===== src/rtl/ras_unit.sv =====
// ras_unit: return-address stack predictor for jal / jr $ra pairs.
// Circular DEPTH x AW entry array with a top pointer and a valid count.
// Optional build macro RAS_OVERFLOW_WRAP_EN: when defined, a push onto a
// full stack overwrites the oldest entry; when undefined, it is dropped.
// Overflow and underflow are sticky flags. Mispredicts are counted with a
// 16-bit saturating counter.
module ras_unit #(
  parameter int DEPTH = 8,
  parameter int AW    = 32
) (
  input  logic                       CLK,
  input  logic                       reset,
  input  logic                       push,
  input  logic [AW-1:0]              push_addr,
  input  logic                       pop,
  input  logic [AW-1:0]              pop_actual,
  output logic [AW-1:0]              pred_addr,
  output logic                       pred_valid,
  output logic [$clog2(DEPTH):0]     count,
  output logic                       full,
  output logic                       overflow,
  output logic                       underflow,
  output logic                       mispredict,
  output logic [15:0]                miss_cnt
);

  localparam int PW = $clog2(DEPTH);
  localparam logic [PW:0] FULL_CNT = (PW+1)'(DEPTH);

  logic [AW-1:0] entries_r [DEPTH];
  logic [PW-1:0] top_r;
  logic [PW:0]   count_r;
  logic          overflow_r;
  logic          underflow_r;
  logic          mispredict_r;
  logic [15:0]   miss_cnt_r;

  logic          empty_s;
  logic          full_s;
  logic          wr_en_s;
  logic [PW-1:0] wr_idx_s;
  logic [PW-1:0] top_nxt_s;
  logic [PW:0]   count_nxt_s;
  logic          ovf_set_s;
  logic          unf_set_s;
  logic          miss_eval_s;
  logic          mis_nxt_s;

  assign empty_s    = (count_r == {(PW+1){1'b0}});
  assign full_s     = (count_r == FULL_CNT);
  assign pred_valid = ~empty_s;
  assign pred_addr  = empty_s ? {AW{1'b0}} : entries_r[top_r];
  assign count      = count_r;
  assign full       = full_s;
  assign overflow   = overflow_r;
  assign underflow  = underflow_r;
  assign mispredict = mispredict_r;
  assign miss_cnt   = miss_cnt_r;

  // Next-state decode for the push/pop combinations against the current fill level.
  always_comb begin
    wr_en_s     = 1'b0;
    wr_idx_s    = top_r;
    top_nxt_s   = top_r;
    count_nxt_s = count_r;
    ovf_set_s   = 1'b0;
    unf_set_s   = 1'b0;
    miss_eval_s = 1'b0;
    case ({push, pop})
      2'b10: begin
        if (!full_s) begin
          wr_en_s     = 1'b1;
          wr_idx_s    = top_r + 1'b1;
          top_nxt_s   = top_r + 1'b1;
          count_nxt_s = count_r + 1'b1;
        end else begin
          ovf_set_s = 1'b1;
`ifdef RAS_OVERFLOW_WRAP_EN
          // The slot above top is the oldest entry once the ring is full.
          wr_en_s   = 1'b1;
          wr_idx_s  = top_r + 1'b1;
          top_nxt_s = top_r + 1'b1;
`else
          wr_en_s   = 1'b0;
`endif
        end
      end
      2'b01: begin
        if (empty_s) begin
          unf_set_s = 1'b1;
        end else begin
          top_nxt_s   = top_r - 1'b1;
          count_nxt_s = count_r - 1'b1;
          miss_eval_s = 1'b1;
        end
      end
      2'b11: begin
        if (empty_s) begin
          // Nothing to pop: the push still lands as on an empty stack.
          unf_set_s   = 1'b1;
          wr_en_s     = 1'b1;
          wr_idx_s    = top_r + 1'b1;
          top_nxt_s   = top_r + 1'b1;
          count_nxt_s = count_r + 1'b1;
        end else begin
          // Pop then push collapses to replacing the top entry in place.
          wr_en_s     = 1'b1;
          wr_idx_s    = top_r;
          miss_eval_s = 1'b1;
        end
      end
      default: begin
        wr_en_s = 1'b0;
      end
    endcase
    mis_nxt_s = miss_eval_s && (pred_addr != pop_actual);
  end

  // Entry array write; entries are deliberately left untouched by reset.
  always_ff @(posedge CLK) begin
    if (wr_en_s && !reset) begin
      entries_r[wr_idx_s] <= push_addr;
    end
  end

  // Pointer, count, sticky flags, mispredict pulse and saturating miss counter.
  always_ff @(posedge CLK) begin
    if (reset) begin
      top_r        <= {PW{1'b0}};
      count_r      <= {(PW+1){1'b0}};
      overflow_r   <= 1'b0;
      underflow_r  <= 1'b0;
      mispredict_r <= 1'b0;
      miss_cnt_r   <= 16'h0000;
    end else begin
      top_r        <= top_nxt_s;
      count_r      <= count_nxt_s;
      overflow_r   <= overflow_r | ovf_set_s;
      underflow_r  <= underflow_r | unf_set_s;
      mispredict_r <= mis_nxt_s;
      if (mis_nxt_s && (miss_cnt_r != 16'hFFFF)) begin
        miss_cnt_r <= miss_cnt_r + 16'h0001;
      end
    end
  end

endmodule

===== config.mk =====
export PLATFORM = sky130hd
export DESIGN_NAME = ras_unit
export DESIGN_NICKNAME = d
export VERILOG_FILES = /design/src/rtl/ras_unit.sv
export SDC_FILE = /design/constraint.sdc
export NUM_CORES = 1
export LEC_CHECK = 0
export ABC_AREA = 1
export BUFFER_PORTS_ARGS = -buffer_cell sky130_fd_sc_hd__buf_2
export CORE_MARGIN = 4
export CORE_UTILIZATION = 54
export CTS_CLUSTER_DIAMETER = 200
export DETAILED_ROUTE_END_ITERATION = 12
export PLACE_DENSITY = 0.77
export SKIP_CTS_REPAIR_TIMING = 1
export SYNTH_ARGS = -nofsm -noshare
export SYNTH_HDL_FRONTEND = slang
export SYNTH_SLANG_ARGS = --single-unit

===== constraint.sdc =====
create_clock -name CLK -period 3.2 [get_ports CLK]
set_input_delay 0.48 -clock CLK [delete_from_list [all_inputs] [get_ports CLK]]
set_output_delay 0.48 -clock CLK [all_outputs]
set_load 0.01 [all_outputs]

==> impl_metrics.env, run 1 <==
export IMPL_syn_cell_area_um2=13100
export IMPL_p_int_mw=6.90
export IMPL_async_reset_ff_share_pct=0
export IMPL_synth_top_family_by_area="simple AND/OR/NAND/NOR gates"
export IMPL_cts_buffers=29
export IMPL_register_area_um2=8270
export IMPL_yosys_warnings=0
export IMPL_synth_nets=1472
export IMPL_die_area_um2=26900
export IMPL_skew_ns=0.0102
export IMPL_worstSetupEndpointType="flop"
export IMPL_worst_r2r_setup_slack_ns=0.35
export IMPL_route_detailed_drc=0
export IMPL_setup_viol=0
export IMPL_htree_levels=1
export IMPL_slew_viol_final=0
export IMPL_first_pass_iters=5
export IMPL_synth_compound_area_share_pct=3.00
export IMPL_clockRootBuffer="clkbuf_16"
export IMPL_path_clk_slew_ns=0.06
export IMPL_start_util_pct=55.5
export IMPL_clockPowerShare_pct=31.1
export IMPL_synth_fa_ha_area_share_pct=0.628
export IMPL_yosys_top_cells_count="384 x nand2_1, 256 x edfxtp_1, 214 x inv_1"
export IMPL_period_needed_ns=2.85
export IMPL_drive_gt1_share_pct=13.5
export IMPL_fmax_mhz=350
export IMPL_vias_per_cell=5.36
export IMPL_die_w_um=164
export IMPL_yosys_area_share_simple_pct=24.0
export IMPL_clock_path_buffers=3
export IMPL_core_area_um2=23700
export IMPL_syn_inst=1398
export IMPL_gr_usage_all_layers_pct=22.9
export IMPL_fillerInstances=1883
export IMPL_grt_pass1_wl_um=49300
export IMPL_ys_types=31
export IMPL_tightest_slew_ns=1.08
export IMPL_rsz0062_at_grt="no"
export IMPL_yosysTopAreaCell="edfxtp_1"
export IMPL_swShare_pct=32.5
export IMPL_port_buffers=124
export IMPL_dp_hpwl_um=19700
export IMPL_worstPathArrival_ns=3.33
export IMPL_gp_congestion=0.854
export IMPL_final_area_um2=15100
export IMPL_ant_nets=0
export IMPL_antenna_found_initial=0
export IMPL_power_switching_mw=3.32
export IMPL_path_max_fanout=131
export IMPL_routed_wl_um=30800
export IMPL_max_cap_violations=0
export IMPL_synth_mux_area_share_pct=0
export IMPL_synth_area_leaders="edfxtp_1 58%, nand2_1 11%, inv_1 6.1%"
export IMPL_hold_violations=0
export IMPL_fin_tns_setup_ns=0
export IMPL_path_class="flop to flop"
export IMPL_clk_insertion_delay_late_ns=0.54
export IMPL_synth_top_area_share_pct=58.5
export IMPL_grt_max_degree=132
export IMPL_ios=125
export IMPL_powerDensity_nw_per_um2=678
export IMPL_wl_per_cell_um=16.6
export IMPL_vias=9955
export IMPL_yosys_cell_count_top_type="nand2_1"
export IMPL_drt_iter0_markers=787
export IMPL_layout_nets=1591
export IMPL_grt_pass1_vias=9727
export IMPL_die_y_um=164
export IMPL_whs_ns=0.159
export IMPL_peakVddDrop_v=0.000556
export IMPL_place_area_um2=14200
export IMPL_pwr_share_comb_pct=26.6
export IMPL_cts_sinks=285
export IMPL_worstPathRequired_ns=3.68
export IMPL_p_seq_share_pct=42.2
export IMPL_dpl_worst_slack_ns=0.338
export IMPL_num_rows=56
export IMPL_ys_flop_type="edfxtp_1"
export IMPL_avgSynthCellArea_um2=9.40
export IMPL_slew_headroom_pct=27.9
export IMPL_hp_class="primary input to flop"
export IMPL_setup_ws_ns=0.346
export IMPL_synth_seq_cells=285
export IMPL_grt_overflow=0
export IMPL_status="completed"
export IMPL_worstSetupStartpointType="flop"
export IMPL_hp_start="reset"
export IMPL_syn_to_final_growth_pct=14.6
export IMPL_cts_tree="done"
export IMPL_synthXorXnorAreaFrac_pct=0.333
export IMPL_synth_edf_count=256
export IMPL_multi_input_area_um2=3740
export IMPL_seq_area_frac_synth_pct=62.9
export IMPL_leakagePower_nw=6.62
export IMPL_min_period_over_period_pct=89.2
==> layer usage <==
metal  vias up  global-route usage, %  wire [um]
li1       4832                      -          -
met1      4662                   30.1      12300
met2       413                   40.1      15700
met3        48                   3.46       2250
met4         0                   6.14        595
met5         -                      0          0
==> path summary, 6_finish.rpt <==
| check | to | depth (start not counted) |
|---|---|---|
| worst min-delay path | mispredict$_SDFF_PP0_ | 2 |
| worst min register to register | overflow$_SDFF_PP0_ | 2 |
| worst max register to register | miss_cnt[0]$_SDFFE_PP0P_ | 18 |
| worst max-delay path | miss_cnt[0]$_SDFFE_PP0P_ | 18 |
==> stage by stage <==
stage	total power, mW	std cells	utilization [%]
after floorplan	6.16	1398	-
after global placement	7.03	1805	59.8
after detailed placement	7.10	1805	59.8
after CTS	10.3	1858	63.6
after global routing	10.8	1858	63.6
final	10.2	1859	63.6
==> power groups by stage <==
stage	clock (mW)	combinational [mW]	sequential [mW]
final	3.18	2.72	4.32
after global routing	3.40	3.02	4.33
after CTS	3.23	2.73	4.32
after detailed placement	0	2.71	4.39
after global placement	0	2.64	4.38
after floorplan	0	1.77	4.39
==> logic make-up (layout without fill, tap and decap cells) <==
| group | count (synthesis) | after routing |
|---|---|---|
| simple gates | 749 | 749 |
| flops | 285 | 285 |
| buf+inv | 280 | 421 |
| compound gates | 73 | 73 |
| fa+ha+maj | 6 | 6 |
| xor+xnor | 5 | 5 |
| other cells | 0 | 1 |
==> sequential cells by signal, indices dropped and copies added (netlist names), named ones only <==
name        flops
top_r           3
underflow       1
entries_r     256
overflow        1
count           4
mispredict      1
miss_cnt       16
==> critical path, cell delays in order (launching register included) <==
cell,delay (ns)
dfxtp_4,0.37
buf_12,0.46
nor2_1,0.10
nor2_1,0.10
o21ai_1,0.08
nand3_1,0.13
nand3_1,0.11
nand2_1,0.08
nand2_1,0.16
nand2_1,0.11
nor2_1,0.04
nand2_1,0.10
nor2_1,0.06
nand2_1,0.07
buf_4,0.29
nand3_1,0.21
nand2_1,0.10
inv_1,0.04
nor2_1,0.09
==> cells in the final DEF (no fill, tap or decap), drive strengths merged <==
cell	instances
o211ai	5
nor3b	1
nor4	2
o21a	1
a221oi	1
edfxtp	256
diode	1
dfxtp	29
clkbuf	33
a22oi	2
buf	152
xor2	3
nand4	51
clkinv	12
nor3	4
clkinvlp	5
a21oi	11
nor2	147
nand2	384
inv	217
o21ai	50
o31ai	1
nand3	159
a31oi	2
ha	5
xnor2	2
fa	1
bufinv	2
or2	1
==> cell type report <==
| cell class | instances | share of cell area (%) |
|---|---|---|
| flip-flops and latches | 285 | 54.9 |
| clock buffers | 33 | 4.92 |
| inverters | 216 | 5.40 |
| repair buffers | 152 | 6.26 |
| clock inverters | 20 | 1.04 |
| well taps | 319 | 2.65 |
| diodes | 1 | 0.0166 |
| multi-input cells | 833 | 24.8 |
Note: power is estimated with default switching activity, not from simulation.
==> run 2: changes to the inputs <==
CELL_PAD_IN_SITES_DETAIL_PLACEMENT = 0   (was default)
CELL_PAD_IN_SITES_GLOBAL_PLACEMENT = 2   (was default)
CORE_UTILIZATION = 34   (was 54)
PLACE_DENSITY = default   (was 0.77)
PLACE_DENSITY_LB_ADDON = 0.1   (was default)
==> impl_metrics.env, run 2 (synthesis results as in run 1) <==
export IMPL_port_buffers=124
export IMPL_p_int_mw=6.88
export IMPL_clockPowerShare_pct=30.8
export IMPL_fillerInstances=3780
export IMPL_core_area_um2=37900
export IMPL_dp_hpwl_um=22300
export IMPL_num_rows=71
export IMPL_p_seq_share_pct=41.9
export IMPL_routed_wl_um=35900
export IMPL_drive_gt1_share_pct=13.9
export IMPL_status="completed"
export IMPL_first_pass_iters=5
export IMPL_fmax_mhz=349
export IMPL_syn_to_final_growth_pct=17.1
export IMPL_htree_levels=1
export IMPL_power_switching_mw=3.43
export IMPL_gp_congestion=0.783
export IMPL_fin_tns_setup_ns=0
export IMPL_hp_class="primary input to flop"
export IMPL_max_cap_violations=0
export IMPL_swShare_pct=33.2
export IMPL_worstSetupStartpointType="flop"
export IMPL_drt_iter0_markers=539
export IMPL_final_cell_mix="383 x nand2_1, 256 x edfxtp_1, 214 x inv_1"
export IMPL_period_needed_ns=2.87
export IMPL_skew_ns=0.0165
export IMPL_powerDensity_nw_per_um2=669
export IMPL_cts_buffers=31
export IMPL_layout_nets=1600
export IMPL_leakagePower_nw=6.69
export IMPL_slew_viol_final=0
export IMPL_grt_overflow=0
export IMPL_mostFrequentLayoutCell="nand2_1"
export IMPL_tightest_slew_ns=0.635
export IMPL_setup_viol=0
export IMPL_vias=9496
export IMPL_wl_per_cell_um=17.4
export IMPL_gr_usage_all_layers_pct=17.1
export IMPL_worstPathArrival_ns=3.35
export IMPL_path_clk_slew_ns=0.06
export IMPL_min_period_over_period_pct=89.6
export IMPL_die_area_um2=41900
export IMPL_ios=125
export IMPL_path_max_fanout=45
export IMPL_cts_tree="done"
export IMPL_worst_r2r_setup_slack_ns=0.33
export IMPL_peakVddDrop_v=0.000422
export IMPL_clockRootBuffer="clkbuf_16"
export IMPL_slew_headroom_pct=57.7
export IMPL_grt_pass1_vias=9345
export IMPL_die_w_um=205
export IMPL_reg2reg_to="miss_cnt[11]$_SDFFE_PP0P_"
export IMPL_worstHoldEndpoint="mispredict$_SDFF_PP0_"
export IMPL_top_register="entries_r"
export IMPL_dpl_worst_slack_ns=0.158
export IMPL_setup_ws_ns=0.334
export IMPL_path_class="flop to flop"
export IMPL_route_detailed_drc=0
export IMPL_antenna_cells=0
export IMPL_whs_path_depth=2
export IMPL_antenna_found_initial=3
export IMPL_clock_path_buffers=3
export IMPL_hp_start="reset"
export IMPL_hold_violations=0
export IMPL_grt_max_degree=87
export IMPL_rsz0062_at_grt="no"
export IMPL_worstSetupEndpointType="flop"
export IMPL_worstPathRequired_ns=3.68
export IMPL_clk_insertion_delay_late_ns=0.55
export IMPL_r2r_cells=18
export IMPL_cts_sinks=285
export IMPL_ant_nets=0
export IMPL_start_util_pct=34.7
export IMPL_grt_pass1_wl_um=55800
export IMPL_largest_reg_flops=256
export IMPL_pwr_share_comb_pct=27.3
export IMPL_vias_per_cell=4.61
export IMPL_die_y_um=205
-- run 2: worst max-delay path, stage by stage (launching register included) --
cell and delay (ns):
dfxtp_4 0.38, buf_4 0.47, nor2_1 0.10, nor2_1 0.10, o21ai_0 0.12, nand3_1 0.14, nand3_1 0.10, nand2_1 0.08
nand2_1 0.15, nand2_1 0.12, nor2_1 0.04, nand2_1 0.07, nor2_1 0.05, nand2_1 0.30, buf_4 0.26, nand3_1 0.08
nand2_1 0.07, inv_1 0.03, nor2_1 0.10
-- run 2: layout make-up --
class	count	area, um2	share of cell area (%)
clock buffer	39	806	5.23
clock inverter	19	85.1	0.553
inverter	216	813	5.28
multi-input combinational	833	3740	24.3
sequential	285	8270	53.7
tap	511	639	4.15
timing repair buffer	159	1040	6.74
-- run 2: worst max-delay path by stage --
stage / start / to
global placement: count[1]$_SDFFE_PP0P_ / entries_r[7][27]$_DFFE_PP_
global route: count[1]$_SDFFE_PP0P_ / entries_r[2][24]$_DFFE_PP_
CTS: count[1]$_SDFFE_PP0P_ / entries_r[7][13]$_DFFE_PP_
finish: flop / miss_cnt[11]$_SDFFE_PP0P_
floorplan: count[1]$_SDFFE_PP0P_ / entries_r[0][0]$_DFFE_PP_
detailed placement: count[1]$_SDFFE_PP0P_ / entries_r[7][0]$_DFFE_PP_
-- run 2: power by group through the flow --
stage | clock network, mW | logic, mW | registers, mW
global placement | 0 | 2.89 | 4.39
floorplan | 0 | 1.77 | 4.39
finish | 3.17 | 2.82 | 4.32
CTS | 3.28 | 2.89 | 4.32
global route | 3.44 | 3.20 | 4.33
detailed placement | 0 | 2.88 | 4.40
-- run 2: per-stage QoR --
step / hold slack (ns) / area (um2) / power, mW / std cells / utilization (%)
6_report: 0.156 / 15400 / 10.3 / 2062 / 40.6
2_1_floorplan: 0.490 / 13200 / 6.16 / 1398 / -
5_1_grt: 0.140 / 15400 / 11.0 / 2062 / 40.6
4_1_cts: 0.135 / 15400 / 10.5 / 2058 / 40.5
3_5_place_dp: 0.448 / 14500 / 7.27 / 2000 / 38.1
3_3_place_gp: 0.473 / 14500 / 7.28 / 2000 / 38.1
-- run 2: metal layers --
metal | global-route usage, % | vias to the layer above | share of wire (%)
li1 | - | 4836 | -
met1 | 23.9 | 4427 | 47
met2 | 28.9 | 191 | 47
met3 | 2.85 | 36 | 5.2
met4 | 2.75 | 6 | 1.1
met5 | 0 | - | 0.13
